`src/rtl/branch_resolve.sv`:
```
// Execute-stage branch/jump resolution: evaluates the condition, checks the prediction, redirects fetch.
// Optional counters: define BRANCH_RESOLVE_STATS_EN for stat_branches/stat_taken/stat_mispred.
module branch_resolve #(
    parameter int unsigned XLEN = 32
) (
    input  logic            clock,
    input  logic            reset,
    input  logic            in_valid,
    output logic            in_ready,
    input  logic [2:0]      in_op,
    input  logic            in_jal,
    input  logic            in_jalr,
    input  logic [XLEN-1:0] in_pc,
    input  logic [XLEN-1:0] in_rs1,
    input  logic [XLEN-1:0] in_rs2,
    input  logic [XLEN-1:0] in_imm,
    input  logic            in_pred_taken,
    input  logic            kill,
    output logic            res_valid,
    output logic            res_taken,
    output logic [XLEN-1:0] res_link,
    output logic            res_misalign,
    output logic            redir_valid,
    input  logic            redir_ready,
    output logic [XLEN-1:0] redir_pc,
    output logic            flush
`ifdef BRANCH_RESOLVE_STATS_EN
    ,
    output logic [31:0]     stat_branches,
    output logic [31:0]     stat_taken,
    output logic [31:0]     stat_mispred
`endif
);

    localparam logic [2:0] COM_OP_EQ  = 3'b000;
    localparam logic [2:0] COM_OP_NE  = 3'b001;
    localparam logic [2:0] COM_OP_LT  = 3'b100;
    localparam logic [2:0] COM_OP_GE  = 3'b101;
    localparam logic [2:0] COM_OP_LTU = 3'b110;
    localparam logic [2:0] COM_OP_GEU = 3'b111;

    typedef enum logic [1:0] {
        ST_IDLE,
        ST_EVAL,
        ST_REDIRECT
    } state_e;

    state_e          state_q, state_d;
    logic [2:0]      op_q, op_d;
    logic            jal_q, jal_d;
    logic            jalr_q, jalr_d;
    logic            pred_q, pred_d;
    logic [XLEN-1:0] pc_q, pc_d;
    logic [XLEN-1:0] rs1_q, rs1_d;
    logic [XLEN-1:0] rs2_q, rs2_d;
    logic [XLEN-1:0] imm_q, imm_d;
    logic [XLEN-1:0] redir_pc_q, redir_pc_d;

    logic            cond_c;
    logic            taken_c;
    logic            misalign_c;
    logic            mispred_c;
    logic [XLEN-1:0] jalr_sum_c;
    logic [XLEN-1:0] target_c;
    logic [XLEN-1:0] link_c;
    logic [XLEN-1:0] fix_pc_c;

    // Resolution datapath, operating only on the captured operands
    always_comb begin
        cond_c = 1'b0;
        case (op_q)
            COM_OP_EQ:  cond_c = (rs1_q == rs2_q);
            COM_OP_NE:  cond_c = (rs1_q != rs2_q);
            COM_OP_LT:  cond_c = ($signed(rs1_q) <  $signed(rs2_q));
            COM_OP_GE:  cond_c = ($signed(rs1_q) >= $signed(rs2_q));
            COM_OP_LTU: cond_c = (rs1_q <  rs2_q);
            COM_OP_GEU: cond_c = (rs1_q >= rs2_q);
            default:    cond_c = 1'b0;
        endcase
        taken_c    = jal_q | jalr_q | cond_c;
        jalr_sum_c = rs1_q + imm_q;
        target_c   = jalr_q ? {jalr_sum_c[XLEN-1:1], 1'b0} : (pc_q + imm_q);
        link_c     = pc_q + XLEN'(4);
        misalign_c = taken_c & target_c[1];
        mispred_c  = !misalign_c && (taken_c != pred_q);
        fix_pc_c   = taken_c ? target_c : link_c;
    end

    always_ff @(posedge clock or posedge reset) begin
        if (reset) begin
            state_q    <= ST_IDLE;
            op_q       <= 3'b000;
            jal_q      <= 1'b0;
            jalr_q     <= 1'b0;
            pred_q     <= 1'b0;
            pc_q       <= '0;
            rs1_q      <= '0;
            rs2_q      <= '0;
            imm_q      <= '0;
            redir_pc_q <= '0;
        end else begin
            state_q    <= state_d;
            op_q       <= op_d;
            jal_q      <= jal_d;
            jalr_q     <= jalr_d;
            pred_q     <= pred_d;
            pc_q       <= pc_d;
            rs1_q      <= rs1_d;
            rs2_q      <= rs2_d;
            imm_q      <= imm_d;
            redir_pc_q <= redir_pc_d;
        end
    end

    // Next state and outputs; kill overrides every other event
    always_comb begin
        state_d      = state_q;
        op_d         = op_q;
        jal_d        = jal_q;
        jalr_d       = jalr_q;
        pred_d       = pred_q;
        pc_d         = pc_q;
        rs1_d        = rs1_q;
        rs2_d        = rs2_q;
        imm_d        = imm_q;
        redir_pc_d   = redir_pc_q;
        in_ready     = 1'b0;
        res_valid    = 1'b0;
        res_taken    = 1'b0;
        res_link     = '0;
        res_misalign = 1'b0;
        redir_valid  = 1'b0;
        redir_pc     = '0;
        flush        = 1'b0;

        case (state_q)
            ST_IDLE: begin
                in_ready = !kill;
                if (!kill && in_valid) begin
                    op_d    = in_op;
                    jal_d   = in_jal;
                    jalr_d  = in_jalr;
                    pred_d  = in_pred_taken;
                    pc_d    = in_pc;
                    rs1_d   = in_rs1;
                    rs2_d   = in_rs2;
                    imm_d   = in_imm;
                    state_d = ST_EVAL;
                end
            end
            ST_EVAL: begin
                if (kill) begin
                    state_d = ST_IDLE;
                end else begin
                    res_valid    = 1'b1;
                    res_taken    = taken_c;
                    res_link     = link_c;
                    res_misalign = misalign_c;
                    state_d      = ST_IDLE;
                    if (mispred_c) begin
                        flush       = 1'b1;
                        redir_valid = 1'b1;
                        redir_pc    = fix_pc_c;
                        redir_pc_d  = fix_pc_c;
                        if (!redir_ready) begin
                            state_d = ST_REDIRECT;
                        end
                    end
                end
            end
            ST_REDIRECT: begin
                redir_valid = 1'b1;
                redir_pc    = redir_pc_q;
                if (kill || redir_ready) begin
                    state_d = ST_IDLE;
                end
            end
            default: begin
                state_d = ST_IDLE;
            end
        endcase
    end

`ifdef BRANCH_RESOLVE_STATS_EN
    logic [31:0] stat_branches_q, stat_branches_d;
    logic [31:0] stat_taken_q, stat_taken_d;
    logic [31:0] stat_mispred_q, stat_mispred_d;

    // Saturating event counters
    always_comb begin
        stat_branches_d = stat_branches_q;
        stat_taken_d    = stat_taken_q;
        stat_mispred_d  = stat_mispred_q;
        if (res_valid && (stat_branches_q != 32'hFFFF_FFFF)) begin
            stat_branches_d = stat_branches_q + 32'd1;
        end
        if (res_valid && res_taken && (stat_taken_q != 32'hFFFF_FFFF)) begin
            stat_taken_d = stat_taken_q + 32'd1;
        end
        if (flush && (stat_mispred_q != 32'hFFFF_FFFF)) begin
            stat_mispred_d = stat_mispred_q + 32'd1;
        end
    end

    always_ff @(posedge clock or posedge reset) begin
        if (reset) begin
            stat_branches_q <= 32'd0;
            stat_taken_q    <= 32'd0;
            stat_mispred_q  <= 32'd0;
        end else begin
            stat_branches_q <= stat_branches_d;
            stat_taken_q    <= stat_taken_d;
            stat_mispred_q  <= stat_mispred_d;
        end
    end

    assign stat_branches = stat_branches_q;
    assign stat_taken    = stat_taken_q;
    assign stat_mispred  = stat_mispred_q;
`endif

endmodule
```
`config.mk`:
```
export PLATFORM = sky130hd
export DESIGN_NAME = branch_resolve
export DESIGN_NICKNAME = d
export VERILOG_FILES = /design/src/rtl/branch_resolve.sv
export SDC_FILE = /design/constraint.sdc
export NUM_CORES = 1
export LEC_CHECK = 0
export CAP_MARGIN = 20
export CELL_PAD_IN_SITES_DETAIL_PLACEMENT = 0
export CELL_PAD_IN_SITES_GLOBAL_PLACEMENT = 1
export CORE_UTILIZATION = 45
export CTS_CLUSTER_SIZE = 25
export DETAILED_ROUTE_END_ITERATION = 10
export PLACE_DENSITY_LB_ADDON = 0.1
export SKIP_CTS_REPAIR_TIMING = 1
export SLEW_MARGIN = 20
export SYNTH_ARGS = -nofsm -noshare
export SYNTH_HDL_FRONTEND = slang
export SYNTH_SLANG_ARGS = --single-unit
```
`constraint.sdc`:
```
create_clock -name clock -period 10.6 [get_ports clock]
set_input_delay 1.06 -clock clock [delete_from_list [all_inputs] [get_ports clock]]
set_output_delay 1.06 -clock clock [all_outputs]
set_load 0.02 [all_outputs]
```
==> results of run 1 <==
## worst max-delay path, stage by stage (launching register included)
cell	delay, ns
dfrtp_1	0.42
ha_1	0.34
nand4_1	0.18
nor3_2	0.43
nand3_1	0.14
a21oi_1	0.40
nor4_1	0.11
o311a_1	0.34
a2111oi_4	0.36
buf_4	0.55
mux2_4	0.55
inv_2	0.38
o211ai_1	0.19
a21oi_1	0.19
clkdlybuf4s50_1	0.63
## metal layers
| layer | share of wire [%] | vias to the layer above | wire (um) |
|---|---|---|---|
| li1 | - | 4981 | - |
| met1 | 53 | 4781 | 17360 |
| met2 | 41 | 275 | 13360 |
| met3 | 4.6 | 23 | 1483 |
| met4 | 1.0 | 0 | 341 |
| met5 | 0 | - | 0 |
## cell usage after synthesis (all sizes together) (31+ instances only)
library cell  instances  area (um2)
nand3                31       155.2
a21oi                97       485.5
dfrtp               168        4204
mux2                136        1535
nor2                 84       315.3
o21ai                58       290.3
nand2               146       548.0
inv                  51       191.4
xor2                 38       332.8
a21o                 36       270.3
xnor2                41       359.1
ha                   97        1214
clkbuf               39       146.4
## placed cells by master (no fill, tap or decap), types with 9 or more instances in the layout
| cell type | synthesis | final |
|---|---|---|
| xor2_1 | 38 | 38 |
| nand2_1 | 146 | 145 |
| a21oi_1 | 97 | 97 |
| and3_1 | 12 | 12 |
| nand4_1 | 21 | 21 |
| and4_1 | 10 | 10 |
| a21o_1 | 36 | 36 |
| mux2_2 | 134 | 134 |
| clkdlybuf4s50_1 | 0 | 208 |
| clkbuf_16 | 0 | 17 |
| o211ai_1 | 16 | 16 |
| a211oi_1 | 16 | 16 |
| ha_1 | 97 | 97 |
| xnor2_1 | 41 | 41 |
| a31oi_1 | 13 | 13 |
| nor2b_1 | 11 | 11 |
| dfrtp_1 | 168 | 168 |
| nor3_1 | 12 | 12 |
| o21a_1 | 10 | 10 |
| o21ai_0 | 57 | 57 |
| nor2_1 | 84 | 84 |
| mux2i_1 | 9 | 9 |
| inv_6 | 0 | 9 |
| and2_1 | 14 | 14 |
| nand3_1 | 31 | 31 |
| inv_1 | 49 | 48 |
## state kept, by name, summed over array words and instances, names as in the netlist
name and flops:
imm_q 32, op_q 3, jal_q 1, rs2_q 32, redir_pc_q 32, pc_q 32, state_q 2, jalr_q 1
pred_q 1, rs1_q 32
## area by class of cell
class	count	area [um2]	area share, %
clock buffers	17	425.4	2.856
multi-input cells	1000	7317	49.12
inverters	52	200.2	1.344
repair buffers	214	2131	14.30
clock inverters	14	198.9	1.336
well taps	335	419.2	2.814
flip-flops and latches	168	4204	28.22
## through the flow
stage               power, mW  cell area, um2  util, %  setup slack (ns)  instances
finish                  5.630           14900    57.16             3.838       1800
global route            6.102           14900    57.16             3.549       1800
CTS                     5.603           14890    57.15             3.850       1800
detailed placement      4.897           14270    54.75             4.330       1769
global placement        4.871           14270    54.75             4.486       1769
floorplan               3.910           11950        -             4.993       1273
## final timing paths
check | to | depth (start not counted) | slack, ns
hold reg to reg | redir_pc_q[10] | 1 | 0.47
min in group asynchronous | rs2_q[2] | 2 | 1.15
setup reg to reg | redir_pc_q[31] | 12 | 5.85
hold / removal | redir_pc_q[10] | 1 | 0.47
max in group asynchronous | pc_q[31] | 3 | 8.20
setup / recovery | redir_pc[20] | 14 | 3.84
## cells by family after synthesis
family / synth area share, %
buffers and inverters: 3.624
AOI/OAI and AO/OA: 17.10
and+or+nand+nor: 14.19
muxes: 13.60
DFF: 35.19
xor gates and xnor gates: 5.792
adders and majority gates: 10.49
## power by group through the flow
| stage | clock (mW) | combinational [mW] | sequential, mW |
|---|---|---|---|
| final | 0.677 | 3.64 | 1.31 |
| after CTS | 0.693 | 3.60 | 1.31 |
| after detailed placement | 0 | 3.58 | 1.32 |
| after floorplan | 0 | 2.74 | 1.17 |
| after global routing | 0.717 | 4.03 | 1.36 |
| after global placement | 0 | 3.57 | 1.30 |
==> results_dict.tcl, run 1 <==
set metrics [dict create \
    cts.htree.levels 4 \
    synth-seq-cells 168 \
    first_pass_iters 5 \
    synth_ff_type "dfrtp_1" \
    synth_cell_type_count 71 \
    seqPwrFrac_pct 23.3 \
    pwr-share-clk_pct 12.0 \
    vias 10060 \
    crit_fanout 49 \
    nets 1691 \
    ios 209 \
    gp_congestion 0.8759 \
    portBuffers 208 \
    vias_per_cell 5.589 \
    die_w_um 164.9 \
    avgRoutedWirePerCell_um 18.09 \
    grt_pass1_wl_um 50970 \
    cts_tree "built" \
    critPathCaptureType "output pin" \
    area_growth_syn_to_layout_pct 24.69 \
    synth_edf_count 0 \
    fin_crit_sh_pct 63.79 \
    clk_pin_slew_worst_paths_ns 0.07 \
    yosysWarnings 0 \
    startpoint_type "register" \
    intPower_mw 2.921 \
    final-hold-violation-count 0 \
    critPathLaunch "rs1_q[31]" \
    fin_crit_ns 6.762 \
    top_usage_layer "met1" \
    grt_usage_pct 24.45 \
    fillers 2338 \
    route.detailed.drc 0 \
    crit_type "register to output pin" \
    clockBufferDepth 2 \
    start_util_pct 45.84 \
    p_sw_share_pct 48.11 \
    hp-start "redir_pc_q[10]" \
    relSlewSlack_pct 38.21 \
    grt-ovfl-total 0 \
    synthCells 1273 \
    core_area_mm2 0.02606 \
    syn_area_mm2 0.01195 \
    drive_gt1_share_pct 12.97 \
    grt_max_degree 89 \
    rsz0062_at_grt "false" \
    async_flop_share_pct 100.0 \
    synth_nets 1511 \
    clock_latency_ns 0.43 \
    max_slew.worst_pin.slew_ns 0.9268 \
    p_switching_mw 2.709 \
    maxCapViolCount 0 \
    hold_slack_ns 0.4690 \
    fin_setup_tns_ns 0 \
    p_comb_share_pct 64.7 \
    fp.dieH_um 164.9 \
    met1_usage_pct 38.43 \
    cp.required_ns 9.54 \
    cts.sinks 168 \
    grt_util_met3_pct 3.164 \
    die-area_mm2 0.02720 \
    drtIter0Drc 746 \
    fmax_mhz 147.9 \
    slew_viol_final 0 \
    leakage_nw 6.426 \
    grt_pass1_vias 9307 \
    root_buffer "clkbuf_16" \
    clock_skew_ns 0.01155 \
    p_per_area_mw_per_mm2 378.0 \
    dp_hpwl_um 25040 \
    finalSetupViolations 0 \
    hold_class "register to register" \
    ant_nets 0 \
    status "complete, no violations" \
    finalWirelength_um 32550 \
    worst-endpoint-arrival_ns 5.70 \
    cts_buffers 17 \
    use_met2_pct 34.93 \
    vdd_drop_max_uv 127.1 \
    diodes 0 \
    yosysSeqAreaShare_pct 35.19 \
    fp-row-count 59 \
    r2r_start "rs1_q[31]" \
    avgSynthCellArea_um2 9.384 \
    antenna_found_initial 0 \
]
Power figures use the tool's default switching activity.
==> run 2: changes to the inputs <==
Settings changed: CORE_UTILIZATION 45 to 41.
Clock period 10.6 ns to 6.8 ns, I/O delays scaled along.
==> results_dict.tcl, run 2 (same netlist as run 1, synthesis figures left out) <==
set metrics [dict create \
    clock_skew_ns 0.02465 \
    grt_usage_pct 22.93 \
    cts.htree.levels 4 \
    grt_max_degree 79 \
    cts.sinks 168 \
    layout_commonest_cell "clkdlybuf4s50_1" \
    fin_crit_sh_pct 89.70 \
    hold_class "register to register" \
    cp.required_ns 6.12 \
    route.detailed.drc 0 \
    final-hold-violation-count 0 \
    vias_per_cell 5.427 \
    cts_tree "built" \
    clk_pin_slew_worst_paths_ns 0.08 \
    cp_top_family "compound AO/OA/AOI/OAI gates" \
    crit_type "register to output pin" \
    vdd_drop_max_uv 183.0 \
    fp.dieH_um 172.7 \
    dp_hpwl_um 26130 \
    first_pass_iters 5 \
    nets 1692 \
    startpoint_type "register" \
    area_growth_syn_to_layout_pct 24.73 \
    fin_crit_ns 6.100 \
    root_buffer "clkbuf_16" \
    p_per_area_mw_per_mm2 581.8 \
    clockBufferDepth 2 \
    diodes 0 \
    crit_buf_inv 2 \
    portBuffers 208 \
    placed_area_mm2 0.01434 \
    grt_pass1_wl_um 53960 \
    max_slew.worst_pin.slew_ns 0.9914 \
    crit_fanout 48 \
    grt_pass1_vias 9559 \
    slew_viol_final 0 \
    core_area_mm2 0.02870 \
    ant_nets 0 \
    fp-row-count 62 \
    finalSetupViolations 0 \
    drtIter0Drc 778 \
    relSlewSlack_pct 33.90 \
    finalWirelength_um 33900 \
    leakage_nw 6.392 \
    critPathMaxStageDelay_ns 0.63 \
    cts_buffers 17 \
    crit_chain "ha_1 > nand4_1 > nor3_2 > nand3_1 > a21oi_1 > nor4_1 > o311a_1 > a2111oi_4 > buf_4 > and2_1 > a22oi_1 > a21boi_0 > clkdlybuf4s50_1" \
    fmax_mhz 163.9 \
    worst-endpoint-arrival_ns 5.42 \
    mostFrequentLayoutCells "clkdlybuf4s50_1, dfrtp_1, nand2_1, mux2_2" \
    vias 10050 \
    avgRoutedWirePerCell_um 18.32 \
    die-area_mm2 0.02982 \
    maxCapViolCount 0 \
    drive_gt1_share_pct 13.02 \
    clock_latency_ns 0.45 \
    die_w_um 172.7 \
    gp_congestion 0.8705 \
    grt-ovfl-total 0 \
    critPathCaptureType "output pin" \
    start_util_pct 41.62 \
    rsz0062_at_grt "false" \
    fin_setup_tns_ns 0 \
    ios 209 \
    critPathSlowestCell "clkdlybuf4s50_1" \
    status "complete, no violations" \
    stdcell_area_mm2 0.01490 \
    antenna_found_initial 0 \
]
==> run 2: final cells by class <==
class | instances | area (um2)
repair buffers | 215 | 2135
clock inverters | 14 | 135.1
inverters | 52 | 200.2
fillers | 2704 | 13800
multi-input cells | 1000 | 7317
flip-flops and latches | 168 | 4204
clock buffers | 18 | 429.2
well taps | 384 | 480.5
==> run 2: metrics by stage <==
stage	hold slack, ns	utilization, %	worst slack, ns	cells	total power, mW
floorplan	0.4375	-	1.573	1273	6.095
global placement	0.4497	49.95	1.239	1819	7.671
detailed placement	0.4568	49.95	1.154	1819	7.662
CTS	0.4740	51.91	0.6814	1851	8.670
global route	0.4864	51.91	0.3648	1851	9.427
finish	0.4689	51.91	0.7001	1851	8.669
==> run 2: worst paths after layout <==
kind                           startpoint              to  slack, ns  depth (start not counted)
max                             rs1_q[27]    redir_pc[17]       0.70                         13
min                        redir_pc_q[30]  redir_pc_q[30]       0.47                          2
max reg2reg                     rs1_q[27]  redir_pc_q[17]       2.36                         12
min reg2reg                redir_pc_q[30]  redir_pc_q[30]       0.47                          2
max in group asynchronous           reset  redir_pc_q[19]       4.90                          3
min in group asynchronous           reset        rs1_q[0]       0.62                          2
==> run 2: worst min-delay path, stage by stage, from the launching register on <==
cell     delay [ns]
dfrtp_1        0.35
nand2_1        0.05
nand2_1        0.04
==> run 2: metal layers <==
layer  up-vias  wire [um]  GRT usage, %  share of wire, %
met5         -          0             0                 0
met4         0        255         4.830              0.75
met3        14       1534         2.639               4.5
met2       278      13790         32.43                41
met1      4785      18320         36.86                54
li1       4968          -             -                 -
==> run 2: report_power, final <==
| group | total [mW] | switching (mW) | leakage (nW) | internal (mW) |
|---|---|---|---|---|
| registers | 2.07 | 0.580 | 2.00 | 1.49 |
| clock network | 0.969 | 0.482 | 0.270 | 0.487 |
| logic | 5.63 | 3.17 | 4.13 | 2.46 |
==> run 3: changes to the inputs <==
Settings changed: CORE_UTILIZATION 41 to 42, CTS_BUF_LIST from default to sky130_fd_sc_hd__clkbuf_4 sky130_fd_sc_hd__clkbuf_8.
==> results_dict.tcl, run 3 (same netlist as run 1, synthesis figures left out) <==
set metrics [dict create \
    status "complete, no violations" \
    route.detailed.drc 0 \
    core_area_mm2 0.02786 \
    area_growth_syn_to_layout_pct 23.71 \
    grt_pass1_wl_um 53150 \
    clk_pin_slew_worst_paths_ns 0.09 \
    hold_slack_ns 0.4795 \
    root_buffer "clkbuf_8" \
    cp.required_ns 6.12 \
    pwr-share-clk_pct 9.6 \
    fp.dieH_um 170.7 \
    slew_viol_final 0 \
    power_mw 8.561 \
    p_sw_share_pct 48.75 \
    fp-row-count 61 \
    fin_crit_sh_pct 90.58 \
    fillers 2573 \
    mostFrequentLayoutCells "clkdlybuf4s50_1, dfrtp_1, nand2_1, mux2_2" \
    fin_crit_ns 6.159 \
    grt-ovfl-total 0 \
    vias 10090 \
    max_slew.worst_pin.slew_ns 0.9149 \
    critPathCaptureType "output pin" \
    cts_buffers 17 \
    clock_skew_ns 0.01525 \
    antenna_found_initial 0 \
    avgRoutedWirePerCell_um 18.30 \
    worst-endpoint-arrival_ns 5.48 \
    intPower_mw 4.388 \
    finalWirelength_um 33740 \
    portBuffers 208 \
    final_util_pct 53.05 \
    die-area_mm2 0.02912 \
    startpoint_type "register" \
    placed_area_mm2 0.01433 \
    diodes 0 \
    cts.sinks 168 \
    gp_congestion 0.8979 \
    rsz0062_at_grt "false" \
    clock_latency_ns 0.47 \
    seqPwrFrac_pct 24.2 \
    final-hold-violation-count 0 \
    maxCapViolCount 0 \
    fmax_mhz 162.4 \
    relSlewSlack_pct 39.01 \
    first_pass_iters 5 \
    nets 1692 \
    crit_fanout 48 \
    grt_usage_pct 23.70 \
    finalWorstSetupSlack_ns 0.6408 \
    dp_cells 1813 \
    finalSetupViolations 0 \
    ios 209 \
    p_comb_share_pct 66.2 \
    start_util_pct 42.88 \
    cts_tree "built" \
    dp_hpwl_um 26200 \
    multiInputGateArea_mm2 0.007317 \
    grt_pass1_vias 9573 \
    stdcell_area_mm2 0.01478 \
    fin_setup_tns_ns 0 \
    cts.htree.levels 4 \
    drtIter0Drc 774 \
    p_per_area_mw_per_mm2 579.3 \
    drive_gt1_share_pct 13.03 \
    hold_class "register to register" \
    leakage_nw 6.337 \
    clockBufferDepth 2 \
    seq_area_mm2 0.004204 \
    vias_per_cell 5.469 \
    crit_type "register to output pin" \
    grt_max_degree 82 \
    ant_nets 0 \
    vdd_drop_max_uv 201.2 \
    p_switching_mw 4.174 \
    place_ws_ns 1.156 \
    layout_commonest_cell "clkdlybuf4s50_1" \
    layout.cells.non_filler 1844 \
    die_w_um 170.7 \
]
-- run 3: final cells by class --
class,instances,area share [%]
sequential,168,28.45
tap,378,3.200
clock inverter,10,1.134
timing repair buffer,215,14.44
inverter,52,1.355
clock buffer,21,1.913
multi-input combinational,1000,49.51
-- run 3: power groups by stage --
| stage | clock (mW) | combinational (mW) | sequential [mW] |
|---|---|---|---|
| floorplan | 0 | 4.27 | 1.83 |
| global placement | 0 | 5.63 | 2.07 |
| detailed placement | 0 | 5.59 | 2.09 |
| CTS | 0.854 | 5.62 | 2.07 |
| global route | 0.890 | 6.30 | 2.15 |
| finish | 0.822 | 5.67 | 2.07 |
-- run 3: layer usage --
layer  track usage [%]  up-vias  share of wire [%]
met5                 0        -                  0
met4             5.523        0                1.2
met1             36.95     4803                 53
met3             3.724       18                5.2
met2             33.63      301                 41
li1                  -     4963                  -
-- run 3: worst max-delay path, stage by stage, from the launching register on --
cell and delay [ns]:
dfrtp_1 0.43, ha_1 0.33, nand4_1 0.16, nor3_2 0.45, nand3_1 0.14, a21oi_1 0.40
nor4_1 0.11, o311a_1 0.34, a2111oi_4 0.53, buf_4 0.57, and2_1 0.51, a22oi_1 0.20
a21boi_0 0.20, clkdlybuf4s50_1 0.63
-- run 3: worst paths after layout --
kind / from / to / slack [ns] / cells after the start
min in group asynchronous: reset / imm_q[15] / 0.73 / 2
setup / recovery: rs1_q[27] / redir_pc[17] / 0.64 / 13
max in group asynchronous: reset / pc_q[31] / 4.79 / 3
setup reg to reg: rs1_q[27] / redir_pc_q[17] / 2.36 / 12
hold reg to reg: redir_pc_q[24] / redir_pc_q[24] / 0.48 / 2
hold / removal: redir_pc_q[24] / redir_pc_q[24] / 0.48 / 2
